## src/rtl/gcd_initiator_if.sv

```systemverilog
// Operand, core and result signals of the GCD request front end.
// slave = the front end itself, master = producer/core/consumer side.
interface gcd_initiator_if #(
    parameter int WIDTH = 4
);
    logic             in_valid;
    logic             in_ready;
    logic [WIDTH-1:0] in_x;
    logic [WIDTH-1:0] in_y;
    logic             go;
    logic [WIDTH-1:0] xin;
    logic [WIDTH-1:0] yin;
    logic             gld;
    logic [WIDTH-1:0] gcd;
    logic             res_valid;
    logic             res_ready;
    logic [WIDTH-1:0] res_gcd;
    logic [WIDTH-1:0] res_x;
    logic [WIDTH-1:0] res_y;
    logic             res_err;

    modport slave (
        input  in_valid, in_x, in_y, gld, gcd, res_ready,
        output in_ready, go, xin, yin, res_valid, res_gcd, res_x, res_y, res_err
    );

    modport master (
        output in_valid, in_x, in_y, gld, gcd, res_ready,
        input  in_ready, go, xin, yin, res_valid, res_gcd, res_x, res_y, res_err
    );
endinterface

```

## src/rtl/gcd_initiator.sv

```systemverilog
// Queued request front end for the Euclidean GCD core with zero short-circuit and timeout.
// Optional GCD_INIT_RECOVER_EN adds core_clr_n, pulsed low for 2 cycles after a timeout.
module gcd_initiator #(
    parameter int WIDTH   = 4,
    parameter int DEPTH   = 4,
    parameter int TIMEOUT = 64
) (
    input  logic               clk,
    input  logic               clr,
    gcd_initiator_if.slave     bus,
    output logic               busy
`ifdef GCD_INIT_RECOVER_EN
    , output logic             core_clr_n
`endif
);
    localparam int AW = $clog2(DEPTH);
    localparam int CW = $clog2(TIMEOUT);
    localparam logic [CW-1:0] TMAX = CW'(TIMEOUT - 1);

    localparam logic [2:0] IDLE   = 3'd0;
    localparam logic [2:0] CHECK  = 3'd1;
    localparam logic [2:0] LAUNCH = 3'd2;
    localparam logic [2:0] WAIT   = 3'd3;
    localparam logic [2:0] RESULT = 3'd4;

    typedef struct packed {
        logic [WIDTH-1:0] x;
        logic [WIDTH-1:0] y;
    } pair_t;

    pair_t          mem [DEPTH];
    pair_t          head;
    logic [AW-1:0]  wptr, rptr;
    logic [AW:0]    count;
    logic [2:0]     state;
    logic [CW-1:0]  cnt;
    logic           push, pop, timeout_hit, launch_ok;

    assign head        = mem[rptr];
    assign bus.in_ready = (count != (AW+1)'(DEPTH));
    assign push        = bus.in_valid && bus.in_ready;
    assign pop         = (state == RESULT) && bus.res_ready;
    assign timeout_hit = (state == WAIT) && !bus.gld && (cnt == TMAX);

    assign bus.go        = (state == LAUNCH);
    assign bus.res_valid = (state == RESULT);
    assign busy          = (state != IDLE) || (count != '0);

    // Storage needs no reset: occupancy alone decides what is valid.
    always_ff @(posedge clk) begin
        if (push)
            mem[wptr] <= '{x: bus.in_x, y: bus.in_y};
    end

    always_ff @(posedge clk) begin
        if (!clr) begin
            wptr  <= '0;
            rptr  <= '0;
            count <= '0;
        end else begin
            if (push)
                wptr <= wptr + 1'b1;
            if (pop)
                rptr <= rptr + 1'b1;
            case ({push, pop})
                2'b10:   count <= count + 1'b1;
                2'b01:   count <= count - 1'b1;
                default: count <= count;
            endcase
        end
    end

`ifdef GCD_INIT_RECOVER_EN
    logic [1:0] rcnt;

    // Low for the RESULT entry cycle and the one after; launches wait for release.
    always_ff @(posedge clk) begin
        if (!clr)
            rcnt <= '0;
        else if (timeout_hit)
            rcnt <= 2'd2;
        else if (rcnt != '0)
            rcnt <= rcnt - 1'b1;
    end

    assign core_clr_n = (rcnt == '0);
    assign launch_ok  = (rcnt == '0);
`else
    assign launch_ok = 1'b1;
`endif

    always_ff @(posedge clk) begin
        if (!clr) begin
            state       <= IDLE;
            cnt         <= '0;
            bus.xin     <= '0;
            bus.yin     <= '0;
            bus.res_gcd <= '0;
            bus.res_x   <= '0;
            bus.res_y   <= '0;
            bus.res_err <= 1'b0;
        end else begin
            case (state)
                IDLE: begin
                    if (count != '0)
                        state <= CHECK;
                end
                CHECK: begin
                    bus.xin   <= head.x;
                    bus.yin   <= head.y;
                    bus.res_x <= head.x;
                    bus.res_y <= head.y;
                    // A zero operand would spin forever in the core; gcd(a,0)=a.
                    if (head.x == '0 || head.y == '0) begin
                        bus.res_gcd <= head.x | head.y;
                        bus.res_err <= 1'b0;
                        state       <= RESULT;
                    end else if (launch_ok) begin
                        state <= LAUNCH;
                    end
                end
                LAUNCH: begin
                    cnt   <= '0;
                    state <= WAIT;
                end
                WAIT: begin
                    if (bus.gld) begin
                        bus.res_gcd <= bus.gcd;
                        bus.res_err <= 1'b0;
                        state       <= RESULT;
                    end else if (cnt == TMAX) begin
                        bus.res_gcd <= '0;
                        bus.res_err <= 1'b1;
                        state       <= RESULT;
                    end else begin
                        cnt <= cnt + 1'b1;
                    end
                end
                RESULT: begin
                    if (bus.res_ready)
                        state <= IDLE;
                end
                default: state <= IDLE;
            endcase
        end
    end
endmodule

```

## src/flat_wrapper.sv

```systemverilog
// flat-port wrapper written by rule: the top's interface ports become plain ports
module gcd_initiator_flat 
#(
    parameter int WIDTH   = 4,
    parameter int DEPTH   = 4,
    parameter int TIMEOUT = 64
)
  (clk, clr, busy, bus_in_valid, bus_in_x, bus_in_y, bus_gld, bus_gcd, bus_res_ready, bus_in_ready, bus_go, bus_xin, bus_yin, bus_res_valid, bus_res_gcd, bus_res_x, bus_res_y, bus_res_err);
  gcd_initiator_if #(.WIDTH(WIDTH)) bus_i ();
  input  logic clk;
  input  logic clr;
  output logic busy;
  input wire logic [$bits(bus_i.in_valid)-1:0] bus_in_valid;
  input wire logic [$bits(bus_i.in_x)-1:0] bus_in_x;
  input wire logic [$bits(bus_i.in_y)-1:0] bus_in_y;
  input wire logic [$bits(bus_i.gld)-1:0] bus_gld;
  input wire logic [$bits(bus_i.gcd)-1:0] bus_gcd;
  input wire logic [$bits(bus_i.res_ready)-1:0] bus_res_ready;
  output wire logic [$bits(bus_i.in_ready)-1:0] bus_in_ready;
  output wire logic [$bits(bus_i.go)-1:0] bus_go;
  output wire logic [$bits(bus_i.xin)-1:0] bus_xin;
  output wire logic [$bits(bus_i.yin)-1:0] bus_yin;
  output wire logic [$bits(bus_i.res_valid)-1:0] bus_res_valid;
  output wire logic [$bits(bus_i.res_gcd)-1:0] bus_res_gcd;
  output wire logic [$bits(bus_i.res_x)-1:0] bus_res_x;
  output wire logic [$bits(bus_i.res_y)-1:0] bus_res_y;
  output wire logic [$bits(bus_i.res_err)-1:0] bus_res_err;
  assign bus_i.in_valid = bus_in_valid;
  assign bus_i.in_x = bus_in_x;
  assign bus_i.in_y = bus_in_y;
  assign bus_i.gld = bus_gld;
  assign bus_i.gcd = bus_gcd;
  assign bus_i.res_ready = bus_res_ready;
  assign bus_in_ready = bus_i.in_ready;
  assign bus_go = bus_i.go;
  assign bus_xin = bus_i.xin;
  assign bus_yin = bus_i.yin;
  assign bus_res_valid = bus_i.res_valid;
  assign bus_res_gcd = bus_i.res_gcd;
  assign bus_res_x = bus_i.res_x;
  assign bus_res_y = bus_i.res_y;
  assign bus_res_err = bus_i.res_err;
  gcd_initiator #(.WIDTH(WIDTH), .DEPTH(DEPTH), .TIMEOUT(TIMEOUT)) u_core (.clk(clk), .clr(clr), .bus(bus_i), .busy(busy));
endmodule
```

## config.mk

```make
export PLATFORM = sky130hd
export DESIGN_NAME = gcd_initiator_flat
export DESIGN_NICKNAME = d
export VERILOG_FILES = /design/src/rtl/gcd_initiator_if.sv /design/src/rtl/gcd_initiator.sv /design/src/flat_wrapper.sv
export SDC_FILE = /design/constraint.sdc
export NUM_CORES = 1
export LEC_CHECK = 0
export BUFFER_PORTS_ARGS = -buffer_cell sky130_fd_sc_hd__buf_2
export CORE_UTILIZATION = 56
export DETAILED_ROUTE_END_ITERATION = 10
export PLACE_DENSITY_LB_ADDON = 0.3
export REMOVE_ABC_BUFFERS = 1
export SLEW_MARGIN = 20
export SYNTH_ARGS = -nofsm -noshare
export SYNTH_HDL_FRONTEND = slang
export SYNTH_SLANG_ARGS = --single-unit
```

## constraint.sdc

```tcl
create_clock -name clk -period 2.65 [get_ports clk]
set_clock_uncertainty 0.2 [all_clocks]
set_input_delay 0.1325 -clock clk [delete_from_list [all_inputs] [get_ports clk]]
set_output_delay 0.1325 -clock clk [all_outputs]
set_load 0.03 [all_outputs]
```

# Word level (Yosys, flattened, before mapping)
# Memory sizes are Yosys's and may differ from the RTL's. A register that Yosys moved wholly into a read port is not among the register bits.
# Cells that the tools add are included.
# W data, S select, Z words.
dict set report word_totals {
  input_bits 17
  ram_bits 32
  ff_bits 29
  latchBits 0
  mem_count 1
  mem_bits_ro 0
  elab_cells 67
}
dict set report op_classes {
  n_shift 0
  eq_ne 14
  n_mux 22
  mul 0
  reduce_logical 15
  div_mod_pow 0
  n_bitwise 1
  order_cmp 0
  add_sub_neg 5
}
# name depth word_bits rd rd_clocked_by_memory_dff wr line_no
set mem_list {}
lappend mem_list {u_core.mem 4 8 1 1 1 gcd_initiator.sv:31} ;# pair_t mem [DEPTH];
# operator n
set op_table {}
lappend op_table {{$mux W3} 5}
lappend op_table {{$pmux W3 S5} 1}
lappend op_table {{$mux W4} 3}
lappend op_table {{$mux W6} 2}
lappend op_table {{$pmux W6 S2} 1}
lappend op_table {{$reduce_and A3 Y1} 3}
lappend op_table {{$logic_not A4 Y1} 2}
lappend op_table {{$pmux W4 S2} 1}
lappend op_table {{$add A6 B1 Y6 const B} 1}
lappend op_table {{$eq A3 B2 Y1 const B} 2}
lappend op_table {{$eq A6 B6 Y1 const B} 1}
lappend op_table {{$ne A2 B2 Y1 const B} 3}
lappend op_table {{$ne A3 B3 Y1 const B} 2}
lappend op_table {{$pmux W3 S2} 1}
lappend op_table {{$reduce_bool A2 Y1} 3}
lappend op_table {{$reduce_bool A3 Y1} 2}
lappend op_table {{$mux W1} 5}
lappend op_table {{$add A2 B1 Y2 const B} 2}
lappend op_table {{$mux W2} 2}
lappend op_table {{$ne A2 B1 Y1 const B} 2}
lappend op_table {{$or A4 B4 Y4} 1}
lappend op_table {{$add A3 B1 Y3 const B} 1}
lappend op_table {{$eq A3 B1 Y1 const B} 1}
lappend op_table {{$eq A3 B3 Y1 const B} 1}
lappend op_table {{7 further kinds} 9}

# Logic depth before layout (Yosys ltp)
# Gate-level depths: netlist of the first run.
dict set report logic_depth {
  ltp_word 4
  ltp_mapped 9
  mapped_depth_nobuf 9
}

# Least setup slack after synthesis of the first run
# OpenSTA, ideal clock, no wires.
dict set report synth_path {
  kind {flip-flop to flip-flop}
  startpoint {register u_core.state[0]}
  endpoint {register u_core.count[2]}
  slack_ns -0.390
  n_path_buf 1
  setup_ns 0.070
  path_stages_with_launch 10
  arrival_time_ns 2.770
  t_required_ns 2.380
  period_less_slack_ns 3.040
  cell_sequence {dfxtp_1 clkbuf_1 nor3b_1 and2_1 ha_1 inv_1 fa_1 xor2_1 or3_1 a21oi_1}
}
dict set report synth_between {
  elab_chain_len 4
  word_cells_on_any_way 6
  classes_between {eq/ne: 3; mux: 1; reduce/logical: 2}
}
# item line_no
set synth_rtl {}
lappend synth_rtl {{start: declaration} gcd_initiator.sv:35} ;# logic [2:0] state;
lappend synth_rtl {{start signal: assignment} gcd_initiator.sv:94} ;# state <= IDLE;
lappend synth_rtl {{start signal: assignment} gcd_initiator.sv:106} ;# state <= CHECK;
lappend synth_rtl {{start signal: assignment} gcd_initiator.sv:117} ;# state <= RESULT;
lappend synth_rtl {{$eq A3 B3 Y1 *} n/a}
lappend synth_rtl {{via bus_res_valid} flat_wrapper.sv:23} ;# output wire logic [$bits(bus_i.res_valid)-1:0] bus_res_valid;
lappend synth_rtl {{$logic_and A1 B1 Y1 *} gcd_initiator.sv:42} ;# assign pop = (state == RESULT) && bus.res_ready;
lappend synth_rtl {{$eq A2 B1 Y1 or $eq A2 B2 Y1 (tied branches)} gcd_initiator.sv:65} ;# case ({push, pop})
lappend synth_rtl {{$pmux W3 S2 or $reduce_bool A2 Y1 (tied branches)} n/a}
lappend synth_rtl {{end signal: assignment} gcd_initiator.sv:66} ;# 2'b10: count <= count + 1'b1;
lappend synth_rtl {{end signal: assignment} gcd_initiator.sv:67} ;# 2'b01: count <= count - 1'b1;
lappend synth_rtl {{end signal: assignment} gcd_initiator.sv:68} ;# default: count <= count;
lappend synth_rtl {{end: declaration} gcd_initiator.sv:34} ;# logic [AW:0] count;
# Mark *: on every way through the listed nets, which the timed path passes. The rest lies on a longest branch.
# A chain may end at the register's enable or synchronous reset.

==> results of run 1 <==
placed cells by master (no fill, tap or decap), types with 3 or more instances in the layout:
master,netlist,final
a21oi_1,26,26
o21ai_1,4,4
clkbuf_8,0,9
ha_1,6,6
buf_2,0,41
dlygate4sd3_1,0,10
or4_1,4,4
inv_1,8,8
edfxtp_1,32,32
nand3_1,3,3
mux4_2,8,8
xnor2_1,5,5
nand2b_1,4,4
a211oi_1,12,12
nor3_1,11,11
nand2_1,21,21
nor2_1,28,28
and2_1,7,7
dfxtp_1,31,30
buf_4,8,9
xor2_1,3,3
kinds of logic (layout without fill, tap and decap cells):
kind of cell,count (synthesis),in the layout,share of synthesized area (%)
mux,8,8,6.36
buf+inv,27,86,5.17
xor+xnor,8,8,2.47
simple gates,87,87,15.8
compound gates,51,51,11.0
flops,63,63,55.9
fa+ha+maj,7,7,3.36
layout make-up:
type                    count  share of cell area (%)
multi-input cells         161                    32.7
repair buffers             60                    11.1
clock inverters             6                    1.86
inverters                  10                    1.11
clock buffers              10                    3.79
flip-flops and latches     63                    47.0
well taps                  67                    2.49
worst max-delay path by stage:
stage,slack (ns),cells after the start,start,end
final,0.13,5,flop,u_core.bus.res_gcd[2]
after global routing,0.004,5,flop,u_core.bus.res_gcd[0]
after CTS,0.15,5,flop,u_core.bus.res_gcd[2]
after detailed placement,-0.02,5,flop,u_core.bus.res_gcd[2]
after global placement,0.04,5,flop,u_core.bus.res_gcd[3]
after floorplan,-0.30,8,u_core.state[0],u_core.count[2]
synthesized netlist by cell type (all sizes together):
library cell	count
ha	6
a21oi	26
nor2	28
a311oi	1
nor2b	1
edfxtp	32
or4	4
nand2b	4
and3	1
a211oi	12
buf	11
nand3b	2
nand2	21
and2	7
nor4	2
inv	10
fa	1
dfxtp	31
o21ai	6
clkbuf	6
a31o	2
or3	1
nand3	3
o221a	1
nor3b	1
o31ai	1
a21boi	1
a2111oi	1
nor3	12
mux4	8
xor2	3
xnor2	5
stage by stage:
stage / util (%) / area (um^2) / setup slack (ns) / instances
floorplan: - / 2720 / -0.297 / 234
global route: 70.4 / 3370 / 0.00361 / 377
finish: 70.4 / 3370 / 0.131 / 377
detailed placement: 64.3 / 3080 / -0.0227 / 351
global placement: 64.3 / 3080 / 0.0403 / 351
CTS: 70.4 / 3370 / 0.151 / 377
repair_timing:
| item | 4_1_cts | 5_1_grt |
|---|---|---|
| gates resized for setup | 1 | 0 |
| hold buffers | 10 | 0 |
| hold endpoints to repair | 37 | 0 |
| setup endpoints to repair | 3 | 0 |
| setup buffers | 0 | 0 |
metal layers:
metal / up-vias / share of wire [%] / GRT usage, %
li1: 1008 / - / -
met1: 943 / 45 / 28.6
met2: 68 / 48 / 35.4
met3: 6 / 5.9 / 5.52
met4: 0 / 1.2 / 12.2
met5: - / 0 / 0
power groups by stage:
stage / Sequential, mW / Combinational, mW / Clock [mW]
after detailed placement: 1.19 / 0.588 / 0
after global routing: 1.18 / 0.656 / 0.846
after global placement: 1.18 / 0.577 / 0
final: 1.17 / 0.602 / 0.797
after floorplan: 1.30 / 0.287 / 0
after CTS: 1.17 / 0.603 / 0.802
worst max-delay path, delay by kind of cell, from the launching register on:
kind	cells	cell delay (ns)
and+or+nand+nor	3	1.00
DFF	1	0.68
muxes	1	0.44
AOI/OAI and AO/OA	1	0.13
state kept, by name, summed over array words and instances, names as in the netlist, named ones only:
register	count
u_core.cnt	6
u_core.state	3
u_core.mem	32
u_core.bus.xin	4
u_core.bus.res_gcd	4
u_core.bus.yin	4
u_core.count	3
u_core.wptr	2
u_core.bus.res_err	1
u_core.rptr	2
==> flow_summary.yaml, run 1 <==
run:
  max_cap_violations: 0
critical_path:
  crit_chain: "mux4_2 -> nor4_4 -> nor3_2 -> or4_1 -> a21oi_1"
  path_class: "reg2reg"
  critPathLaunchType: "flop"
  cp_data_arrival_time_ns: 2.58
  worstSetupEndpointType: "flop"
  rr_worst_depth: 5
  timing.rr.end: "u_core.bus.res_gcd[2]"
  critPathSlowestCell: "dfxtp_1"
  critPathMaxFanout: 16
  reg2reg_setup_slack_ns: 0.13
  critical_path_required_ns: 2.72
  cpPeakStageDelay_ns: 0.68
final_layout:
  multi_input_area_mm2: 0.00110
  finalNetCount: 329
  syn2layout_area_growth_pct: 19.0
  drive_above_1_share_pct: 25.5
  nFillCells: 375
  seqCellArea_mm2: 0.00158
  diodes: 0
die:
  chipWidth_um: 73.1
  initial_core_util_pct: 59.2
  dieArea_mm2: 0.00534
  core_mm2: 0.00479
  die-height_um: 73.1
  ios: 42
  num_rows: 25
power_and_ir_drop:
  p_seq_share_pct: 45.5
  switching_share_pct: 32.4
  p_leak_nw: 1.25
  peakVddDrop_v: 0.000485
  power_switching_mw: 0.832
  p_comb_share_pct: 23.4
  pwr-share-clk_pct: 31.1
  p_int_mw: 1.74
  report.power.total_mw: 2.57
  p_per_area_mw_per_mm2: 762
place:
  portBuffers: 41
  dp_hpwl_mm: 3.93
  place_congestion: 0.859
yosys:
  yosys.area.top_type_share_pct: 33.9
  yosys_warnings: 0
  ys_seq_area_share_pct: 55.9
  synthCells: 251
  synth-seq-cells: 63
  synth_cell_types: 38
  yosys-top-cells-area: "edfxtp_1 (34%), dfxtp_1 (22%), mux4_2 (6.4%)"
  netlist_area_mm2: 0.00283
  synth.avg_cell_area_um2: 11.3
  yosysTopAreaCell: "edfxtp_1"
sta:
  timing.hold.ws_ns: 0.0274
  setup_violations: 0
  fin_crit_sh_pct: 95.0
  tns_ns: 0
  max_freq_mhz: 397
  tightest_slew_ns: 0.617
  finalHoldViolCount: 0
  period_needed_ns: 2.52
  maxSlewHeadroom_pct: 58.6
  rsz0062_at_grt: "false"
  finalMaxSlewViolations: 0
cts:
  cts_tree: "built"
  clock_latency_ns: 0.34
  cts_buffers: 9
  clk_pin_slew_ns: 0.07
  cts.sinks: 63
  cts_max_path_buffers: 2
  htreeDepth: 3
  cts-root-buf: "clkbuf_8"
worst_hold_path:
  hold_depth: 4
  holdCritStartpoint: "bus_gcd[0]"
  hold-path-endpoint: "u_core.bus.res_gcd[0]"
  hp-class: "in2reg"
global_route:
  gr-usage-all-layers_pct: 22.5
  antenna_found_initial: 0
  grt_pass1_wl_mm: 8.75
  globalRouteOverflowTotal: 0
  grt_max_degree: 26
  grt_pass1_vias: 1880
drt:
  vias_per_cell: 5.37
  ant_nets: 0
  via_count: 2025
  routed_wl_mm: 5.48
  dr.pass1.iters: 4
  drc: 0
  drt_iter0_markers: 104
  drt-wirelength-per-cell_um: 14.5
outcome:
  status: "complete, no violations"
Note: power is estimated with default switching activity, not from simulation.
==> inputs of run 2 (changes only) <==
- BUFFER_PORTS_ARGS: -buffer_cell sky130_fd_sc_hd__buf_2 -> default
- CORE_UTILIZATION: 56 -> 62
- DONT_BUFFER_PORTS: default -> 1
==> run 2 against run 1 <==
Non-clock buffer count down 36. Design area decreased by 4.5%. Wire length down 3.2%. Register-to-register slack better by 0.04 ns. Die area down 9.4%. Global-route usage rose by 2.2 points. Via count shrank 5.3%. Critical path depth stayed put. Worst hold slack got worse by 0.0076 ns. Critical endpoint is now u_core.bus.res_gcd[0]. Largest power group unchanged. Highest routed layer unchanged.
==> flow_summary.yaml, run 2 (same netlist as run 1, synthesis figures left out) <==
outcome:
  status: "complete, no violations"
sta:
  rsz0062_at_grt: "false"
  tightest_slew_ns: 0.605
  max_freq_mhz: 404
  finalMaxSlewViolations: 0
  setup_violations: 0
  tns_ns: 0
  period_needed_ns: 2.47
  fin_crit_sh_pct: 93.4
  maxSlewHeadroom_pct: 59.4
  finalHoldViolCount: 0
  timing.hold.ws_ns: 0.0198
final_layout:
  largest_reg_flops: 32
  diodes: 0
  utilization_pct: 73.5
  reg_top3: "u_core.mem: 32 flops, u_core.cnt: 6 flops"
  multi_input_area_mm2: 0.00110
  mostFrequentLayoutCell: "edfxtp_1"
  largest-register: "u_core.mem"
  seqCellArea_mm2: 0.00158
  syn2layout_area_growth_pct: 13.7
  nFillCells: 298
  layout_common_cells: "edfxtp_1 (32), dfxtp_1 (29), nor2_1 (28), a21oi_1 (26), nand2_1 (21)"
  drive_above_1_share_pct: 14.2
  finalNetCount: 293
die:
  dieArea_mm2: 0.00484
  num_rows: 24
  initial_core_util_pct: 64.6
  core_mm2: 0.00438
  die-height_um: 69.6
  chipWidth_um: 69.6
  ios: 42
global_route:
  grt_pass1_wl_mm: 8.87
  antenna_found_initial: 0
  grt_pass1_vias: 1929
  globalRouteOverflowTotal: 0
  gr-usage-all-layers_pct: 24.7
  grt_max_degree: 26
drt:
  ant_nets: 0
  wl_met2_mm: 2.48
  drt-wirelength-per-cell_um: 16.3
  vias_per_cell: 5.88
  drc: 0
  top_layer: "met4"
  route.layer.met1.wl_mm: 2.39
  dr_wl_met3_um: 300
  dr.pass1.iters: 5
  via_count: 1918
  routed_wl_mm: 5.31
  drt_iter0_markers: 146
critical_path:
  critPathLaunchType: "flop"
  worstSetupEndpointType: "flop"
  critical_path_required_ns: 2.72
  cpPeakStageDelay_ns: 0.60
  cp_data_arrival_time_ns: 2.54
  critPathSlowestCell: "mux4_2"
  path_class: "reg2reg"
  critPathMaxFanout: 13
  crit_chain: "mux4_2 -> nor4_4 -> nor3_2 -> or4_1 -> a21oi_1"
power_and_ir_drop:
  p_leak_nw: 1.09
  peakVddDrop_v: 0.000452
  p_per_area_mw_per_mm2: 807
cts:
  htreeDepth: 3
  cts_max_path_buffers: 2
  cts_buffers: 9
  cts-root-buf: "clkbuf_8"
  cts_tree: "built"
  clk_pin_slew_ns: 0.07
  cts.sinks: 63
  cts_setup_buffers: 0
  clock_latency_ns: 0.34
place:
  dp_hpwl_mm: 3.72
  place_congestion: 0.812
  portBuffers: 0
run:
  max_cap_violations: 0
worst_hold_path:
  hp-class: "in2reg"
run 2: changes by cell type in the layout (fill, tap and decap cells not counted):
cell,change
clkinvlp_4,-1
bufinv_16,+1
buf_2,-41
dfxtp_2,+1
dlygate4sd3_1,+5
dfxtp_1,-1
run 2: repair_timing:
item | CTS | global route
setup endpoints to repair | 3 | 3
pin swaps | 0 | 0
resized for setup | 1 | 1
hold endpoints to repair | 63 | 0
hold buffers | 15 | 0
run 2: report_power, final:
| group | internal [mW] | total (mW) | switching, mW | leakage [nW] |
|---|---|---|---|---|
| combinational | 0.153 | 0.420 | 0.267 | 0.439 |
| sequential | 1.11 | 1.28 | 0.178 | 0.547 |
| clock | 0.526 | 0.892 | 0.366 | 0.104 |
| total | 1.79 | 2.60 | 0.812 | 1.09 |
run 2: worst paths after layout:
path                 start                     to  cells past startpoint  slack, ns
min reg2reg  u_core.cnt[1]          u_core.cnt[1]                      2       0.31
max reg2reg           flop  u_core.bus.res_gcd[0]                      5       0.18
max                   flop  u_core.bus.res_gcd[0]                      5       0.18
min           bus_in_valid         u_core.wptr[0]                      3       0.02
run 2: layout make-up:
cell class	count	share of cell area, %
sequential	63	49.2
clock buffer	10	3.96
clock inverter	6	2.64
timing repair buffer	24	6.76
multi-input combinational	161	34.3
tap	52	2.02
inverter	10	1.17
run 2: per-layer routing:
layer  vias to the layer above  GRT usage (%)
met5                         -              0
met4                         0           12.9
met3                        13           8.14
met2                        61           38.9
met1                       907           30.2
li1                        937              -
run 2: stage by stage:
step           area, um^2  worst slack [ns]  std cells  power (mW)
2_1_floorplan        2720            -0.297        234        1.58
3_3_place_gp         2860            0.0328        295        1.69
3_5_place_dp         2860           -0.0402        295        1.70
4_1_cts              3220             0.116        326        2.60
5_1_grt              3220            0.0207        326        2.71
6_report             3220             0.176        326        2.60
run 2: critical path: cells and delay by family (launching register included):
family,cells,cell delay (ns)
AND/OR/NAND/NOR,3,0.97
multiplexers,1,0.60
flip-flops,1,0.52
AO/OA/AOI/OAI,1,0.13
==> inputs of run 3 (changes only) <==
- SETUP_SLACK_MARGIN: default -> 0.3
==> run 3 against run 2 <==
Count of clock-buffer cells in the layout is the same. Maximum frequency grew 2.2%. Cell count grew 7.4%. Global-route usage grew 1.3 points. Critical endpoint is now u_core.bus.res_gcd[2]. Largest cell class unchanged. Highest routed layer unchanged.
==> flow_summary.yaml, run 3 (same netlist as run 1, synthesis figures left out) <==
cts:
  clock_latency_ns: 0.34
  cts_tree: "built"
  htreeDepth: 3
  clk_pin_slew_ns: 0.07
  cts_max_path_buffers: 2
  cts_buffers: 9
  cts.sinks: 63
  cts-root-buf: "clkbuf_8"
final_layout:
  nFillCells: 238
  layout_common_cells: "dlygate4sd3_1 (32), edfxtp_1 (32), dfxtp_1 (28), nor2_1 (27), a21oi_1 (24)"
  largest-register: "u_core.mem"
  drive_above_1_share_pct: 18.5
  reg_top3: "u_core.mem: 32 flops, u_core.cnt: 6 flops"
  diodes: 0
  largest_reg_flops: 32
  seqCellArea_mm2: 0.00159
  syn2layout_area_growth_pct: 23.8
  multi_input_area_mm2: 0.00114
  utilization_pct: 79.9
  finalNetCount: 317
critical_path:
  path_class: "reg2reg"
  worstSetupEndpointType: "flop"
  critical_path_required_ns: 2.72
  critPathMaxFanout: 8
  critPathTopFamily: "simple AND/OR/NAND/NOR gates"
  crit_chain: "buf_6 -> mux4_2 -> nor4_4 -> nor3_4 -> or4_1 -> a21oi_1"
  critPathSlowestCell: "mux4_2"
  critPathLaunchType: "flop"
  cpPeakStageDelay_ns: 0.55
  cp_data_arrival_time_ns: 2.49
  cp_num_buf_inv: 1
die:
  num_rows: 24
  ios: 42
  core_mm2: 0.00438
  dieArea_mm2: 0.00484
  die-height_um: 69.6
  chipWidth_um: 69.6
  initial_core_util_pct: 64.6
drt:
  dr.pass1.iters: 4
  routed_wl_mm: 6.20
  drt_iter0_markers: 127
  ant_nets: 0
  drt-wirelength-per-cell_um: 17.7
  via_count: 2096
  drc: 0
  vias_per_cell: 5.99
global_route:
  grt_pass1_wl_mm: 9.40
  antenna_found_initial: 0
  grt_pass1_vias: 2080
  grt_max_degree: 26
  gr-usage-all-layers_pct: 26.0
  globalRouteOverflowTotal: 0
outcome:
  status: "complete, no violations"
sta:
  rsz0062_at_grt: "true"
  max_freq_mhz: 413
  tightest_slew_ns: 0.616
  maxSlewHeadroom_pct: 58.9
  period_needed_ns: 2.42
  setup_violations: 0
  fin_crit_sh_pct: 91.3
  finalMaxSlewViolations: 0
  worst_slack_ns: 0.230
  finalHoldViolCount: 0
power_and_ir_drop:
  report.power.total_mw: 2.73
  peakVddDrop_v: 0.000495
  p_leak_nw: 1.25
  p_per_area_mw_per_mm2: 779
place:
  dp_hpwl_mm: 3.72
  place_congestion: 0.812
  place_ws_ns: -0.0402
  portBuffers: 0
run:
  max_cap_violations: 0
worst_hold_path:
  hp-class: "in2reg"
[run 3: cell count changes in the layout (fill, tap and decap cells not counted), moves of 2 or more]
cell	previous run	this run
buf_6	0	3
a21oi_1	26	24
a21oi_2	0	2
dlygate4sd3_1	15	32
buf_4	9	12
or4_4	0	2
or4_1	4	2
[run 3: stage by stage]
step	instances	instance area [um^2]	hold WS, ns	setup TNS, ns
final	350	3500	0.0309	0
after global routing	350	3500	0.0454	0
after CTS	345	3430	-0.283	0
after detailed placement	295	2860	0.0315	-0.0973
after global placement	295	2860	0.0315	0
after floorplan	234	2720	0.0314	-0.349
[run 3: metal layers]
| layer | global-route usage, % | share of wire [%] |
|---|---|---|
| met5 | 0 | 0 |
| met4 | 12.9 | 3.0 |
| met3 | 8.28 | 4.6 |
| met2 | 42.6 | 51 |
| met1 | 30.8 | 42 |
[run 3: area by class of cell]
| type | count | area share, % |
|---|---|---|
| clock inverter | 6 | 2.43 |
| inverter | 10 | 1.07 |
| multi-input combinational | 161 | 32.7 |
| tap | 52 | 1.86 |
| clock buffer | 10 | 3.64 |
| sequential | 63 | 45.3 |
| timing repair buffer | 48 | 13.0 |
[run 3: worst paths after layout]
check / depth (start not counted) / to / slack [ns] / from
max: 6 / u_core.bus.res_gcd[2] / 0.23 / flop
min reg2reg: 2 / u_core.cnt[1] / 0.30 / u_core.cnt[1]
min: 3 / u_core.cnt[3] / 0.03 / clr
max reg2reg: 6 / u_core.bus.res_gcd[2] / 0.23 / flop
[run 3: worst min-delay path, cell delays in order]
cell            delay, ns
nand2b_1             0.06
dlymetal6s4s_1       0.27
nor2_1               0.07
[run 3: report_power, final]
| group | internal, mW | switching (mW) |
|---|---|---|
| clock network | 0.526 | 0.366 |
| registers | 1.11 | 0.182 |
| logic | 0.235 | 0.313 |
| total | 1.87 | 0.861 |
[run 3: repair_timing]
action,in CTS,in global routing
endpoints found under the hold margin,63,10
buffers inserted,4,2
hold buffers,30,3
endpoints found under the setup margin,6,14
gates resized for setup,10,9
pin swaps,9,6
